[src/rtl/dmem_arbiter_if.sv]
// Bus bundle between the two requesters, the data memory and dmem_arbiter.
// The slave modport is the arbiter's view; master is the requester/memory side.
interface dmem_arbiter_if #(
    parameter int unsigned AW = 8,
    parameter int unsigned DW = 8
) ();
    logic          a_req;
    logic          a_we;
    logic [AW-1:0] a_addr;
    logic [DW-1:0] a_wdata;
    logic [DW-1:0] a_rdata;
    logic          a_ack;

    logic          b_req;
    logic          b_we;
    logic [AW-1:0] b_addr;
    logic [DW-1:0] b_wdata;
    logic [DW-1:0] b_rdata;
    logic          b_ack;

    logic [AW-1:0] mem_addr;
    logic [DW-1:0] mem_wdata;
    logic          mem_we;
    logic [DW-1:0] mem_rdata;

    logic          busy;
    logic          grant_b;

    modport slave (
        input  a_req, a_we, a_addr, a_wdata,
        input  b_req, b_we, b_addr, b_wdata,
        input  mem_rdata,
        output a_rdata, a_ack, b_rdata, b_ack,
        output mem_addr, mem_wdata, mem_we, busy, grant_b
    );

    modport master (
        output a_req, a_we, a_addr, a_wdata,
        output b_req, b_we, b_addr, b_wdata,
        output mem_rdata,
        input  a_rdata, a_ack, b_rdata, b_ack,
        input  mem_addr, mem_wdata, mem_we, busy, grant_b
    );
endinterface

[src/rtl/dmem_arbiter.sv]
// Two-port round-robin arbiter and fixed-length access sequencer for the data memory.
// Each access: latch request, hold it ACC_CYCLES at the memory, then a one-cycle ack.
module dmem_arbiter #(
    parameter int unsigned AW         = 8,
    parameter int unsigned DW         = 8,
    parameter int unsigned ACC_CYCLES = 2
) (
    input  logic           clk,
    input  logic           rst_n,
    dmem_arbiter_if.slave  bus
);
    typedef enum logic [1:0] {StIdle, StAccess, StResp} state_e;

    localparam logic [3:0] CntLoad = 4'(ACC_CYCLES - 1);

    state_e        state_q, state_d;
    logic [3:0]    cnt_q, cnt_d;
    logic          last_b_q, last_b_d;
    logic          grant_b_q, grant_b_d;
    logic          we_q, we_d;
    logic [AW-1:0] addr_q, addr_d;
    logic [DW-1:0] wdata_q, wdata_d;
    logic [DW-1:0] a_rdata_q, a_rdata_d;
    logic [DW-1:0] b_rdata_q, b_rdata_d;
    logic          strobe;
    logic          pick_b;

    assign strobe = (state_q == StAccess) && (cnt_q == 4'd0);

    always_comb begin
        state_d   = state_q;
        cnt_d     = cnt_q;
        last_b_d  = last_b_q;
        grant_b_d = grant_b_q;
        we_d      = we_q;
        addr_d    = addr_q;
        wdata_d   = wdata_q;
        a_rdata_d = a_rdata_q;
        b_rdata_d = b_rdata_q;
        // On a tie, B wins only if A was served last.
        pick_b    = bus.b_req && (!bus.a_req || !last_b_q);
        case (state_q)
            StIdle: begin
                if (bus.a_req || bus.b_req) begin
                    grant_b_d = pick_b;
                    last_b_d  = pick_b;
                    we_d      = pick_b ? bus.b_we    : bus.a_we;
                    addr_d    = pick_b ? bus.b_addr  : bus.a_addr;
                    wdata_d   = pick_b ? bus.b_wdata : bus.a_wdata;
                    cnt_d     = CntLoad;
                    state_d   = StAccess;
                end
            end
            StAccess: begin
                if (cnt_q == 4'd0) begin
                    if (grant_b_q) begin
                        b_rdata_d = bus.mem_rdata;
                    end else begin
                        a_rdata_d = bus.mem_rdata;
                    end
                    state_d = StResp;
                end else begin
                    cnt_d = cnt_q - 4'd1;
                end
            end
            StResp: begin
                state_d = StIdle;
            end
            default: begin
                state_d = StIdle;
            end
        endcase
    end

    always_ff @(posedge clk or negedge rst_n) begin
        if (!rst_n) begin
            state_q   <= StIdle;
            cnt_q     <= 4'd0;
            last_b_q  <= 1'b1;
            grant_b_q <= 1'b0;
            we_q      <= 1'b0;
            addr_q    <= '0;
            wdata_q   <= '0;
            a_rdata_q <= '0;
            b_rdata_q <= '0;
        end else begin
            state_q   <= state_d;
            cnt_q     <= cnt_d;
            last_b_q  <= last_b_d;
            grant_b_q <= grant_b_d;
            we_q      <= we_d;
            addr_q    <= addr_d;
            wdata_q   <= wdata_d;
            a_rdata_q <= a_rdata_d;
            b_rdata_q <= b_rdata_d;
        end
    end

    // Outputs decode from registered state so reset drops them without waiting for a clock.
    assign bus.mem_addr  = addr_q;
    assign bus.mem_wdata = wdata_q;
    assign bus.mem_we    = strobe && we_q;
    assign bus.busy      = (state_q != StIdle);
    assign bus.grant_b   = grant_b_q;
    assign bus.a_ack     = (state_q == StResp) && !grant_b_q;
    assign bus.b_ack     = (state_q == StResp) && grant_b_q;
    assign bus.a_rdata   = a_rdata_q;
    assign bus.b_rdata   = b_rdata_q;
endmodule

[src/flat_wrapper.sv]
// flat-port wrapper written by rule: the top's interface ports become plain ports
module dmem_arbiter_flat 
#(
    parameter int unsigned AW         = 8,
    parameter int unsigned DW         = 8,
    parameter int unsigned ACC_CYCLES = 2
)
  (clk, rst_n, bus_a_req, bus_a_we, bus_a_addr, bus_a_wdata, bus_b_req, bus_b_we, bus_b_addr, bus_b_wdata, bus_mem_rdata, bus_a_rdata, bus_a_ack, bus_b_rdata, bus_b_ack, bus_mem_addr, bus_mem_wdata, bus_mem_we, bus_busy, bus_grant_b);
  dmem_arbiter_if #(.AW(AW), .DW(DW)) bus_i ();
  input  logic clk;
  input  logic rst_n;
  input wire logic [$bits(bus_i.a_req)-1:0] bus_a_req;
  input wire logic [$bits(bus_i.a_we)-1:0] bus_a_we;
  input wire logic [$bits(bus_i.a_addr)-1:0] bus_a_addr;
  input wire logic [$bits(bus_i.a_wdata)-1:0] bus_a_wdata;
  input wire logic [$bits(bus_i.b_req)-1:0] bus_b_req;
  input wire logic [$bits(bus_i.b_we)-1:0] bus_b_we;
  input wire logic [$bits(bus_i.b_addr)-1:0] bus_b_addr;
  input wire logic [$bits(bus_i.b_wdata)-1:0] bus_b_wdata;
  input wire logic [$bits(bus_i.mem_rdata)-1:0] bus_mem_rdata;
  output wire logic [$bits(bus_i.a_rdata)-1:0] bus_a_rdata;
  output wire logic [$bits(bus_i.a_ack)-1:0] bus_a_ack;
  output wire logic [$bits(bus_i.b_rdata)-1:0] bus_b_rdata;
  output wire logic [$bits(bus_i.b_ack)-1:0] bus_b_ack;
  output wire logic [$bits(bus_i.mem_addr)-1:0] bus_mem_addr;
  output wire logic [$bits(bus_i.mem_wdata)-1:0] bus_mem_wdata;
  output wire logic [$bits(bus_i.mem_we)-1:0] bus_mem_we;
  output wire logic [$bits(bus_i.busy)-1:0] bus_busy;
  output wire logic [$bits(bus_i.grant_b)-1:0] bus_grant_b;
  assign bus_i.a_req = bus_a_req;
  assign bus_i.a_we = bus_a_we;
  assign bus_i.a_addr = bus_a_addr;
  assign bus_i.a_wdata = bus_a_wdata;
  assign bus_i.b_req = bus_b_req;
  assign bus_i.b_we = bus_b_we;
  assign bus_i.b_addr = bus_b_addr;
  assign bus_i.b_wdata = bus_b_wdata;
  assign bus_i.mem_rdata = bus_mem_rdata;
  assign bus_a_rdata = bus_i.a_rdata;
  assign bus_a_ack = bus_i.a_ack;
  assign bus_b_rdata = bus_i.b_rdata;
  assign bus_b_ack = bus_i.b_ack;
  assign bus_mem_addr = bus_i.mem_addr;
  assign bus_mem_wdata = bus_i.mem_wdata;
  assign bus_mem_we = bus_i.mem_we;
  assign bus_busy = bus_i.busy;
  assign bus_grant_b = bus_i.grant_b;
  dmem_arbiter #(.AW(AW), .DW(DW), .ACC_CYCLES(ACC_CYCLES)) u_core (.clk(clk), .rst_n(rst_n), .bus(bus_i));
endmodule
[config.mk]
export PLATFORM = sky130hd
export DESIGN_NAME = dmem_arbiter_flat
export DESIGN_NICKNAME = d
export VERILOG_FILES = /design/src/rtl/dmem_arbiter_if.sv /design/src/rtl/dmem_arbiter.sv /design/src/flat_wrapper.sv
export SDC_FILE = /design/constraint.sdc
export NUM_CORES = 1
export LEC_CHECK = 0
export ABC_AREA = 1
export CORE_MARGIN = 1
export CORE_UTILIZATION = 24
export CTS_CLUSTER_DIAMETER = 120
export CTS_CLUSTER_SIZE = 16
export DETAILED_ROUTE_END_ITERATION = 6
export PLACE_DENSITY_LB_ADDON = 0.05
export SYNTH_ARGS = -nofsm -noshare
export SYNTH_HDL_FRONTEND = slang
export SYNTH_SLANG_ARGS = --single-unit
[constraint.sdc]
create_clock -name clk -period 1.5 [get_ports clk]
set_clock_uncertainty 0.1 [all_clocks]
set_input_delay 0.15 -clock clk [delete_from_list [all_inputs] [get_ports clk]]
set_output_delay 0.15 -clock clk [all_outputs]
set_load 0.01 [all_outputs]
# Word-level counts from Yosys, hierarchy flattened
# Index checks and enable logic that the tools add are counted.
# classes
addsub	1
mul	0
n_div	0
n_lt_le_gt_ge	0
n_eq_ne	5
shifts	0
muxes	9
n_bitwise	1
reduce_logical	19
# ops
operator	n
2-to-1 mux 8 bit	2
AND reduction 3 bit	3
2-to-1 mux 4 bit	2
one-hot mux 4 bit (2 select lines)	1
logical AND 1 bit	5
logical NOT 4 bit	1
2-to-1 mux 2 bit	2
inequality test 2 bit, second input constant	2
one-hot mux 2 bit (2 select lines)	1
AND reduction 2 bit	2
nonzero test 2 bit	2
subtractor 4 x 1 -> 4 bit, second input constant	1
logical NOT 1 bit	3
equality test 2 x 1 -> 1 bit, second input constant	1
equality test 2 bit, second input constant	1
logical NOT 2 bit	1
logical OR 1 bit	2
inequality test 2 x 1 -> 1 bit, second input constant	1
2-to-1 mux 1 bit	1
inverter 1 bit	1
# totals
regBits	41
latch_bits	0
ramBits	0
rom_bits	0
out_inout_bits	37
memories	0

# Longest topological paths before layout
# Gate-level depths: netlist (run 1).
# depth
word_depth	4
ltp_mapped	8
mapped_depth_nobuf	7

# Least setup slack after synthesis (run 1)
# Ideal clock, no wire load.
# synth_path
path_kind	register -> register
start	register u_core.cnt_q[0]
end	register u_core.b_rdata_q[4] (netlist: u_core.bus.b_rdata[4])
arrival_ns	1.178
required_time_ns	1.282
slack_ns	0.104
path_stages_with_launch	9
path_buffers	1
synth_period_minus_slack_ns	1.396
path_cell_list	dfrtp_1 -> inv_1 -> ha_1 -> nand2_2 -> nor2_8 -> nand2_4 -> buf_6 -> nand2_2 -> o21ai_2
# synth_via
elab_chain_cells	2
# synth_rtl
item	line	source
start, declared	dmem_arbiter.sv:17	logic [3:0] cnt_q, cnt_d;
start signal, assigned	dmem_arbiter.sv:88	cnt_q <= cnt_d;
logical NOT 4 bit	dmem_arbiter.sv:55	if (cnt_q == 4'd0) begin
AND reduction 3 bit (no line)	n/a	
end signal, assigned	dmem_arbiter.sv:95	b_rdata_q <= b_rdata_d;
end, declared	dmem_arbiter.sv:24	logic [DW-1:0] b_rdata_q, b_rdata_d;
# Every way passes these cells.
# A chain may end at the register's enable or synchronous reset.

# Final worst setup path (run 1)
# Ends and elaborated chain as after synthesis.

==> impl_metrics.json, run 1 <==
{
  "run_status": "completed",
  "r2r-start": "u_core.cnt_q[0]$_DFFE_PN0P_",
  "p_per_area_nw_per_um2": 1995,
  "drtIter0Drc": 65,
  "avgViaCountPerCell": 4.171,
  "period_share_pct": 99.61,
  "irDropWorstVdd_mv": 0.7660,
  "critPathKind": "reg2reg",
  "final_core_util_pct": 41.37,
  "rsz0062_at_grt": "true",
  "synthCells": 202,
  "drtAntennaViolNets": 0,
  "reg2reg_depth": 9,
  "dp_hpwl_microns": 3700,
  "place_congestion": 0.7332,
  "vias": 1735,
  "setup_ws_ns": 0.005905,
  "ys_seq_elements": 41,
  "syn_nets": 250,
  "arrival_ns": 1.58,
  "grt_remaining_overflow": 0,
  "cts_htree_levels": 2,
  "fp.dieW_microns": 91.31,
  "worst_slew_pin_slew_ns": 0.3817,
  "wl_per_cell_microns": 12.91,
  "track_usage_pct": 13.00,
  "slew-limit-headroom_pct": 74.55,
  "setup_viol": 0,
  "die-area_sq_um": 8338,
  "intPower_mw": 3.875,
  "place_ws_ns": -0.1075,
  "cts_buffer_depth": 2,
  "insertion_delay_ns": 0.29,
  "ys_types": 24,
  "rows": 32,
  "cp_max_fo": 8,
  "power_frac_seq_pct": 31.6,
  "diodes": 0,
  "grt_max_degree": 20,
  "root_buffer": "clkbuf_8",
  "grt_pass1_wl_microns": 8528,
  "antenna_found_initial": 0,
  "cts_tree": "built",
  "start_util_pct": 24.77,
  "cts_buffers": 5,
  "die_h_microns": 91.31,
  "critPathLaunchType": "register",
  "grt_pass1_vias": 1714,
  "max_freq_mhz": 669.3,
  "ys_seq_area_share_pct": 53.66,
  "drcViolationCount": 0,
  "p_switching_mw": 2.503,
  "netlist_area_sq_um": 1914,
  "power_frac_clock_pct": 11.0,
  "fillers": 770,
  "drive_gt1_share_pct": 28.03,
  "clock-sinks": 41,
  "fin_crit_ns": 1.494,
  "combPwrFrac_pct": 57.4,
  "wl_microns": 5369,
  "io_pins": 83,
  "critPathCaptureType": "register",
  "cap_violations": 0,
  "drt_first_pass_iters": 3,
  "p_leak_nw": 1.513,
  "r2r_end": "u_core.bus.b_rdata[4]$_DFFE_PN0P_",
  "syn_area_per_cell_sq_um": 9.477,
  "cp.required_ns": 1.59,
  "switching_share_pct": 39.24,
  "yosys_warnings": 0,
  "area_delta_synth_final_pct": 66.99,
  "coreArea_sq_um": 7727,
  "final_nets": 361,
  "clk_pin_slew_ns": 0.08,
  "hold_violations": 0,
  "worst-r2r-setup-slack_ns": 0.006,
  "port_buffers": 82,
  "slew_viol_final": 0,
  "hold_path.class": "in2async"
}
-- state kept, by name, indices dropped and copies added (netlist names), 2 cells and up --
name / count
u_core.state_q: 2
u_core.bus.mem_addr: 8
u_core.cnt_q: 4
u_core.bus.a_rdata: 8
u_core.bus.b_rdata: 8
u_core.bus.mem_wdata: 8
-- power by group through the flow --
stage	Clock [mW]	Combinational (mW)	Sequential, mW
floorplan	0	1.52	2.20
global placement	0	3.32	2.01
detailed placement	0	3.31	2.00
CTS	0.752	3.33	2.00
global route	0.782	4.04	2.09
finish	0.704	3.66	2.01
-- repair_timing --
action                                  in CTS  in global routing
endpoints found under the setup margin       9                 39
pin swaps                                    1                  4
hold endpoints to repair                    13                  0
buffers inserted                             1                  7
hold buffers                                 1                  0
resized for setup                           18                 32
gates cloned                                 0                  2
-- critical path: stages (launching register included) --
cell and delay (ns):
dfrtp_1 0.39, inv_2 0.08, ha_4 0.13, nand2_4 0.05, buf_4 0.16, nor2_8 0.14
buf_6 0.13, nand2_8 0.09, nand2_2 0.07, o21ai_2 0.05
-- metrics by stage --
step	cells	TNS (ns)	instance area (sq um)	power, mW	hold WS [ns]
floorplan	202	0	1914	3.716	-0.2456
global placement	397	-0.2342	2930	5.322	-0.0003065
detailed placement	397	-1.099	2930	5.310	-0.001675
CTS	407	-0.01761	3025	6.085	0.2223
global route	416	-0.9040	3197	6.910	0.2465
finish	416	0	3197	6.377	0.2089
-- Yosys cell counts (all sizes together) --
| cell | instances | area share (%) |
|---|---|---|
| xor2 | 1 | 0.46 |
| nand2 | 47 | 11 |
| o21ai | 56 | 18 |
| dfstp | 1 | 1.4 |
| ha | 2 | 1.3 |
| dfrtp | 40 | 52 |
| nand4 | 1 | 0.33 |
| inv | 17 | 3.5 |
| buf | 6 | 3.7 |
| nand3 | 2 | 0.52 |
| nor3b | 1 | 0.39 |
| nor2 | 25 | 6.0 |
| nor3 | 2 | 0.52 |
| clkbuf | 1 | 0.26 |
-- cells by family after synthesis --
kind of cell | Yosys count | synth area share, %
simple gates | 78 | 19.22
compound gates | 56 | 17.97
flops | 41 | 53.66
buf+inv | 24 | 7.385
fa+ha+maj | 2 | 1.307
xor+xnor | 1 | 0.4576
-- cell usage in the layout (no fill, tap or decap), types with 2 or more instances in the layout --
cell	instances
clkinv_2	3
clkbuf_8	5
o21ai_2	16
nand3_1	2
inv_2	3
o21ai_0	27
nand2_8	3
nor2_1	21
buf_2	4
nor2_2	2
buf_4	24
nand2_4	3
nand2_2	14
nand2_1	28
dlymetal6s2s_1	9
inv_1	13
clkdlybuf4s50_1	67
dfrtp_1	39
o21ai_1	12
nor3_1	2
-- area by class of cell --
| type | instances | area [sq um] | share of cell area, % |
|---|---|---|---|
| tap | 102 | 127.6 | 3.992 |
| inverter | 17 | 68.82 | 2.153 |
| timing repair buffer | 109 | 1039 | 32.49 |
| sequential | 41 | 1028 | 32.17 |
| timing repair inverter | 1 | 5.005 | 0.1566 |
| multi-input combinational | 138 | 845.8 | 26.46 |
| clock buffer | 6 | 72.57 | 2.270 |
| clock inverter | 2 | 10.01 | 0.3131 |
-- metal layers --
| metal | track usage, % | part of all wire (%) |
|---|---|---|
| met3 | 4.439 | 6.1 |
| met4 | 3.571 | 0.99 |
| met2 | 20.14 | 45 |
| met5 | 0 | 0 |
| met1 | 17.24 | 48 |
-- worst max-delay path by stage --
stage	startpoint	endpoint	slack, ns
floorplan	u_core.cnt_q[0]$_DFFE_PN0P_	u_core.bus.b_rdata[4]$_DFFE_PN0P_	0.10
global placement	u_core.cnt_q[0]$_DFFE_PN0P_	bus_mem_we	-0.12
detailed placement	u_core.cnt_q[0]$_DFFE_PN0P_	bus_mem_we	-0.11
CTS	u_core.cnt_q[0]$_DFFE_PN0P_	u_core.bus.b_rdata[1]$_DFFE_PN0P_	-0.007
global route	u_core.cnt_q[0]$_DFFE_PN0P_	bus_mem_we	-0.11
finish	u_core.cnt_q[0]$_DFFE_PN0P_	u_core.bus.b_rdata[4]$_DFFE_PN0P_	0.006
Note: power is estimated with default switching activity, not from simulation.
==> run 2, diff against run 1 <==
- CAP_MARGIN: not set -> 0
- CORE_UTILIZATION: 24 -> 30
==> impl_metrics.json, run 2 (same netlist as run 1, synthesis figures left out) <==
{
  "final_cell_mix": "clkdlybuf4s50_1 (71), dfrtp_1 (39), nand2_1 (36)",
  "die_h_microns": 81.88,
  "critPathLaunchType": "register",
  "hold_violations": 0,
  "r2r-start": "u_core.cnt_q[0]$_DFFE_PN0P_",
  "slew-limit-headroom_pct": 70.98,
  "io_pins": 83,
  "fillers": 606,
  "cts_tree": "built",
  "max_freq_mhz": 669.8,
  "post-route-cell-area_sq_um": 3043,
  "place_congestion": 0.7134,
  "port_buffers": 82,
  "worst_slew_pin_slew_ns": 0.4353,
  "drt_first_pass_iters": 4,
  "cts_htree_levels": 2,
  "whs_ns": 0.2235,
  "slew_viol_final": 0,
  "critPathCaptureType": "output pin",
  "hold_path.class": "in2async",
  "cap_violations": 0,
  "critPathSlowestCell": "dfrtp_1",
  "worst-r2r-setup-slack_ns": 0.03,
  "track_usage_pct": 15.73,
  "max_stage_delay_ns": 0.39,
  "grt_remaining_overflow": 0,
  "dp_hpwl_microns": 3387,
  "vias": 1669,
  "grt_pass1_vias": 1700,
  "coreArea_sq_um": 6026,
  "area_delta_synth_final_pct": 58.95,
  "r2r_end": "u_core.bus.b_rdata[7]$_DFFE_PN0P_",
  "diodes": 0,
  "drcViolationCount": 0,
  "regArea_sq_um": 1028,
  "cp.required_ns": 1.25,
  "final_core_util_pct": 50.50,
  "die-area_sq_um": 6704,
  "path_cells": "inv_2, ha_4, nand2_2, nor3b_2, buf_2",
  "grt_pass1_wl_microns": 7886,
  "period_share_pct": 99.54,
  "rsz0062_at_grt": "true",
  "p_leak_nw": 1.441,
  "start_util_pct": 31.77,
  "cp-endpoint": "bus_mem_we",
  "clk_pin_slew_ns": 0.08,
  "critPathKind": "reg2out",
  "root_buffer": "clkbuf_8",
  "cts_buffer_depth": 2,
  "power_mw": 6.060,
  "clock-sinks": 41,
  "rows": 28,
  "run_status": "completed",
  "irDropWorstVdd_mv": 0.9715,
  "drive_gt1_share_pct": 23.93,
  "multiInputGateArea_sq_um": 778.2,
  "avgViaCountPerCell": 4.392,
  "arrival_ns": 1.24,
  "final_nets": 352,
  "drtIter0Drc": 52,
  "startpoint": "u_core.cnt_q[0]$_DFFE_PN0P_",
  "fp.dieW_microns": 81.88,
  "antenna_found_initial": 0,
  "fin_tns_setup_ns": 0,
  "insertion_delay_ns": 0.29,
  "fin_crit_ns": 1.493,
  "cp_max_fo": 2,
  "cts_buffers": 5,
  "final_common_cell": "clkdlybuf4s50_1",
  "setup_viol": 0,
  "placed_cell_area_sq_um": 2897,
  "grt_max_degree": 19,
  "drtAntennaViolNets": 0,
  "wl_per_cell_microns": 12.09,
  "p_per_area_nw_per_um2": 1991,
  "wl_microns": 4595,
  "reg2reg_depth": 8
}
run 2: cell count changes in the layout (fill, tap and decap cells not counted), moves of 2 or more:
cell,delta
nand2_1,+8
nand2_8,-3
nor3_2,+2
clkbuf_8,+2
buf_4,-6
dlymetal6s2s_1,-4
nor3_1,-2
clkinv_2,-2
nand2_2,-6
o21ai_1,+2
clkdlybuf4s50_1,+4
o21ai_0,-2
run 2: what timing repair did:
| action | CTS | global route |
|---|---|---|
| endpoints found under the hold margin | 15 | 0 |
| endpoints found under the setup margin | 6 | 37 |
| resized for setup | 23 | 11 |
| hold buffers | 1 | 0 |
| pin swaps | 2 | 1 |
| buffers inserted | 1 | 0 |
run 2: cell type report:
cell class                 count  share of cell area, %
tap                           75                  3.084
clock buffer                   7                  3.166
timing repair buffer         102                  31.95
sequential                    41                  33.80
inverter                      17                  2.262
clock inverter                 1                 0.1645
multi-input combinational    137                  25.58
run 2: report_power, final:
part / switching, mW / internal, mW / total (mW)
sequential: 0.319 / 1.67 / 1.99
combinational: 1.59 / 1.68 / 3.27
clock: 0.380 / 0.416 / 0.797
run 2: metal layers:
layer  GRT usage (%)  up-vias  routed length, microns
met2           24.21       46                    2081
met5               0        -                       0
li1                -      865                       -
met3           3.778        8                     253
met1           21.10      750                    2191
met4           6.316        0                      69
run 2: stage by stage:
step | std cells | worst slack (ns)
6_report | 380 | 0.006958
3_5_place_dp | 370 | -0.1460
2_1_floorplan | 202 | 0.1035
5_1_grt | 380 | -0.07960
3_3_place_gp | 370 | -0.1281
4_1_cts | 380 | -0.006676
run 2: how the worst min path moves through the flow:
stage,startpoint,end,slack [ns],cells after the start
after global placement,rst_n,u_core.bus.mem_wdata[6]$_DFFE_PN0P_,0.02,1
after global routing,rst_n,u_core.bus.mem_wdata[6]$_DFFE_PN0P_,0.27,2
after floorplan,rst_n,u_core.bus.a_rdata[0]$_DFFE_PN0P_,-0.25,0
after detailed placement,rst_n,u_core.bus.mem_wdata[6]$_DFFE_PN0P_,0.02,1
final,rst_n,u_core.bus.mem_wdata[6]$_DFFE_PN0P_,0.22,2
after CTS,rst_n,u_core.bus.mem_wdata[6]$_DFFE_PN0P_,0.23,2
run 2: worst max-delay path: cells and delay by family (launching register included):
kind,cells,cell delay [ns]
adders and majority gates,1,0.12
buffers and inverters,2,0.23
DFF,1,0.39
and+or+nand+nor,2,0.22
==> run 3, diff against run 2 <==
- CTS_BUF_LIST: not set -> sky130_fd_sc_hd__clkbuf_4 sky130_fd_sc_hd__clkbuf_8 sky130_fd_sc_hd__clkbuf_16
==> results of run 3 <==
Same layout as run 2: the final DEF is identical, and so are final timing and power.
